===== src/rtl/q1_seq_detector.sv =====
// Moore detector for the serial pattern 1-0-1-1 with overlap; y is a registered
// flag that is high exactly while the FSM sits in the match state.
//
// state | meaning
// S0    | idle, no useful prefix
// S1    | seen "1"
// S2    | seen "10"
// S3    | seen "101"
// S4    | seen "1011", match (y = 1)
module q1_seq_detector (
    input  logic clk,
    input  logic reset_n,
    input  logic x,
    output logic y
);

    typedef enum logic [2:0] {
        S0 = 3'b000,
        S1 = 3'b001,
        S2 = 3'b010,
        S3 = 3'b011,
        S4 = 3'b100
    } state_t;

    state_t state;
    state_t state_nx;

    always_comb begin
        state_nx = S0;
        case (state)
            S0:      state_nx = x ? S1 : S0;
            S1:      state_nx = x ? S1 : S2;
            S2:      state_nx = x ? S3 : S0;
            S3:      state_nx = x ? S4 : S2;
            S4:      state_nx = x ? S1 : S2;
            default: state_nx = S0;
        endcase
    end

    // reset_n is active-high despite its name; y tracks the next state so it
    // always equals (state == S4) without a combinational path from x.
    always_ff @(posedge clk or posedge reset_n) begin
        if (reset_n) begin
            state <= S0;
            y     <= 1'b0;
        end else begin
            state <= state_nx;
            y     <= (state_nx == S4);
        end
    end

endmodule


===== config.mk =====
export PLATFORM = sky130hd
export DESIGN_NAME = q1_seq_detector
export DESIGN_NICKNAME = d
export VERILOG_FILES = /design/src/rtl/q1_seq_detector.sv
export SDC_FILE = /design/constraint.sdc
export NUM_CORES = 1
export LEC_CHECK = 0
export BUFFER_PORTS_ARGS = -buffer_cell sky130_fd_sc_hd__buf_4
export CORE_AREA = 2 2 39 41
export DETAILED_ROUTE_END_ITERATION = 8
export DIE_AREA = 0 0 41 43
export PLACE_DENSITY = 0.32
export SYNTH_ARGS = -nofsm -noshare
export SYNTH_HDL_FRONTEND = slang
export SYNTH_SLANG_ARGS = --single-unit

===== constraint.sdc =====
create_clock -name clk -period 1.5 [get_ports clk]
set_input_delay 0.45 -clock clk [delete_from_list [all_inputs] [get_ports clk]]
set_output_delay 0.45 -clock clk [all_outputs]
set_load 0.005 [all_outputs]

Yosys cells after proc, flatten, opt, wreduce, memory -nomap -nowiden
Cells that the tools add are included.

Register bits after elaboration: 4. Latch bits: 0. Memory bits (writable): 0. Memory bits (read-only): 0. Input port bits: 3. Output and inout port bits: 1. Memories kept: 0.

Add/sub/neg operators: 0. $mul: 0. Div/mod/pow operators: 0. $lt $le $gt $ge: 0. Equal/unequal tests: 5. Shift operators: 0. Muxes and demuxes: 5. Bitwise operators: 0. Reductions and logical operators: 2.

Operators by type and width (count): 3-bit case mux with 4 select lines (1); 3-bit by 2-bit equality test with 1-bit output, second input constant (2); 3-bit equality test, second input constant (2); 2-bit two-way mux (2); 3-bit by 1-bit equality test with 1-bit output, second input constant (1); 3-bit logical NOT (1); 3-bit two-way mux (1); 2-bit OR reduction (1); 1-bit two-way mux (1).

Depth between registers and ports, before layout
Depth after elaboration: 4. Gate-level depth with buffers: 2.

Worst setup path after synthesis
No wires, ideal clock.

Path kind: input-to-reg. From: input port x. To: register state[1]. Library setup time: 0.104 ns. Arrival: 1.037 ns. Setup slack: 0.360 ns. Cell stages on the path: 2. Path buffers: 0. Cells stage by stage: or4b_1 o311ai_1.

Word-level cells in the longest chain between the ends: 2.

RTL lines: start, declared (RTL line 13) `input logic x,`; 2-bit two-way mux, or another cell as far along (RTL line 32, 35); 3-bit case mux with 4 select lines (*) (RTL line 30) `case (state)`; via state_nx[1] (RTL line 26) `state_t state_nx;`; end signal, assigned (RTL line 47) `state <= state_nx;`; end, declared (RTL line 25) `state_t state;`.

The timed path passes the listed nets; every way through them passes the cells marked *.

Worst setup path after layout
From: register y. To: output port y.

RTL lines: start, declared (RTL line 14) `output logic y`; start signal, assigned (RTL line 48) `y <= (state_nx == S4);`.

No word-level cell between the ends.

==> results.md <==
Logic synthesis:
- In the post-synthesis netlist, the cell with the most instances is dfrtp_1.
- Of all flip-flops after synthesis, the portion carrying an async set or reset was 1.00.
- The synthesized cell area is 166 µm².
- After synthesis, the netlist uses 10 different library cells.
- The synthesized design contains 4 register bits.
- Among all flip-flop cells after synthesis, the most frequent one is dfrtp_1.
- The per-instance average area after synthesis is 11.9 µm².
- The share of synthesized area in the top cell type comes to 0.602.
- By count the netlist is led by dfrtp_1 (4), nor3b_1 (2).
- The post-synthesis net count is 17.
- Counting flops with a built-in enable in the synthesized netlist gives 0.
- The synthesized design spends more area on one cell type than any other, namely dfrtp_1.
- The cell count after synthesis is 14.
- By area the synthesized netlist is led by dfrtp_1 (60%), nor3b_1 (9.0%), or4b_1 (6.0%), o311ai_1 (5.3%), or3b_2 (5.3%).
- The sequential area share after synthesis is 0.602.
- For this run, the number of Yosys warnings is 0.

Timing:
- Setup violations remaining at the end of the flow were counted as 0.
- Setup repair after global routing left no endpoint under its margin.
- Across the routed clock network, the largest skew measured is 0.00549 ns.
- Final hold analysis gives a worst-case slack of roughly 0.088 ns.
- The actual slew at the worst max-slew pin is 0.228 ns.
- The worst pin sits at a relative slew slack of 0.845.
- The count of pins over their slew limit is 0.
- The total count of hold-check failures in the final report is 0.
- For this run, the top clock speed supported by timing is about 850 MHz.
- The final cycle utilization of the critical path is 0.781.
- The clock period minus worst slack is 1.17 ns.
- The final-layout setup total negative slack is 0 ns.

Critical path:
- In this run the worst path has a maximum fanout of 1.
- In this design, the largest share of critical-path delay is due to flip-flops.
- The critical path data arrival time is 0.72 ns.
- The cell type of the slowest stage on the worst timing path is dfrtp_1.
- The required arrival time at the worst endpoint is 1.05 ns.
- Together, buffers and inverters on the worst path number 1.
- The worst setup path is captured at a primary output.
- Traced cell by cell, the critical path runs through buf_4.
- The sort of element at the start of the critical path is a flip-flop.
- The critical path is of the reg2out type.
- For this run, the slowest stage of the critical path takes roughly 0.35 ns.

Drt:
- The amount of wire on met2 after detailed routing is 142 µm.
- The number of violations reported at the end of detailed-routing iteration 0 is 5.
- For this block, wires on met1 add up to 123 µm.
- The routed layout has around 140 vias.
- In the routed design, unresolved DRC markers number 0.
- Summed over all layers, the routed wires come to 335 µm.
- The pre-antenna-repair detailed-routing pass consisted of 2 iterations.
- Once detail routing completed, the nets flagged for antenna violations numbered 0.
- The detail-routed via count per cell is approximately 3.8.
- In this run the top signal layer used is met4.
- Dividing the detail-routed wire length by the instance count gives 9.31 µm.
- The routed design uses 39 µm of met3 wire.

Final layout:
- The area growth from synthesis to layout is 39.1%.
- Summing all multi-input logic gate instances after layout gives 62.6 µm².
- After filler insertion, the fill cell instance count of the layout stands at 155.
- The sequential cells in the finished layout cover a total of 100 µm².
- After the last flow step, the layout net total stands at 25.
- The layout cell share with drive strength beyond 1 is 0.350.
- The repair_antennas step left the layout with diodes totalling 0.
- The finished cells cover 231 µm².

Flow run:
- The tool flagged a number of max-cap violations equal to 0.

Clocking:
- The clock latency reported for the late side of the worst-skew pair is approximately 0.24 ns.
- No sink is reached through more buffers than the 2 on the longest clock path.
- The clock buffer count from CTS is 3.
- Hold repair after CTS inserted 0 buffers.
- Clock-pin slew was measured on the worst setup and hold paths at 0.04 ns.
- The tree is rooted in a clkbuf_4.
- After clock tree synthesis, the repair step resized 0 gates.
- The count of clock tree sinks is 4.
- The number of H-tree levels is 1.
- After clock tree synthesis, the setup repair step added 0 buffers.
- The TritonCTS clock tree is yes.

Pwr:
- The worst ir drop on vdd is 190 µV.
- For this design the static power due to leakage is 0.101 nW.
- For this design the ratio of total power to cell area is 1260 mW/mm².

Min path:
- The min-delay analysis places its worst path in the category in2async.

Floorplanning:
- The floorplan step defined a die boundary enclosing 0.00176 mm².
- The height of the die is 43 µm.
- The initialized floorplan defines 14 standard-cell rows.
- The I/O pin total is 4.
- The area of the placeable core is 0.00138 mm².
- The die is roughly 40 µm wide.
- The starting density of the core is 0.120.

Place:
- The placed instances occupy a cell area of 209 µm².
- The count of input and output buffers is 3.
- The routability-driven placement congestion ratio is 0.648.

Global route:
- The largest net degree at the start of global routing is 8.
- The first global-routing pass estimated ~600 µm of wire.
- The sum of overflow across all layers after global routing is 0.
- The aggregate global-route resource usage is 0.0605.
- The number of global-route vias before repair is 162.
- The number of antenna violations at the first check in global routing came to 0.

Outcome:
- The flow ran to the end, and the final reports show no timing, DRC or antenna violations.
==> metal layers <==
metal,vias up,GRT usage
li1,64,-
met1,61,0.0586
met2,6,0.0656
met3,4,0.0314
met4,0,0.100
met5,-,0
==> area by class of cell <==
type / instances / share of cell area
Clock buffer: 3 / 0.0973
Timing Repair Buffer: 3 / 0.0973
Sequential cell: 4 / 0.432
Inverter: 1 / 0.0162
Tap cell: 16 / 0.0865
Multi-Input combinational cell: 9 / 0.270
==> sequential cells by signal (all words and copies together), names as in the netlist <==
signal / count
state: 3
y: 1
==> worst paths after layout <==
kind | from | to | slack, ns | cells after the start
min reg2reg | state[2]$_DFF_PP0_ | y$_DFF_PP0_ | 0.53 | 1
min in group clk | x | state[0]$_DFF_PP0_ | 0.44 | 2
max reg2reg | state[0]$_DFF_PP0_ | state[1]$_DFF_PP0_ | 0.40 | 2
max | y$_DFF_PP0_ | y | 0.33 | 1
max in group asynchronous | reset_n | state[1]$_DFF_PP0_ | 1.26 | 2
min | reset_n | y$_DFF_PP0_ | 0.09 | 2
==> metrics by stage <==
step | setup slack (ns) | cells | total power [mW] | util
after floorplan | 0.360 | 14 | 0.140 | -
after global placement | 0.220 | 33 | 0.151 | 0.151
after detailed placement | 0.212 | 33 | 0.151 | 0.151
after CTS | 0.323 | 36 | 0.295 | 0.167
after global routing | 0.316 | 36 | 0.301 | 0.167
final | 0.329 | 36 | 0.291 | 0.167
==> power by group <==
group	internal (mW)	leakage [nW]	switching, mW
Sequential	0.117	0.0522	0.00882
Combinational	0.0141	0.0348	0.00940
Clock	0.0900	0.0138	0.0518
Total	0.221	0.101	0.0700
==> layout by cell type (no fill, tap or decap) <==
cell type | netlist | routed
o21a_1 | 1 | 1
dfrtp_1 | 4 | 4
nand2_1 | 1 | 1
clkbuf_4 | 0 | 3
a21oi_1 | 1 | 1
or4b_1 | 1 | 1
or3b_2 | 1 | 1
nor3b_1 | 2 | 2
o311ai_1 | 1 | 1
nor2_1 | 1 | 1
buf_4 | 0 | 3
inv_1 | 1 | 1
==> logic make-up (layout without fill, tap and decap cells) <==
| logic type | Yosys count | in the layout | synth area share |
|---|---|---|---|
| AO/OA/AOI/OAI | 3 | 3 | 0.128 |
| flip-flops | 4 | 4 | 0.602 |
| AND/OR/NAND/NOR | 6 | 6 | 0.248 |
| buffers and inverters | 1 | 7 | 0.0225 |
Power figures use the tool's default switching activity.
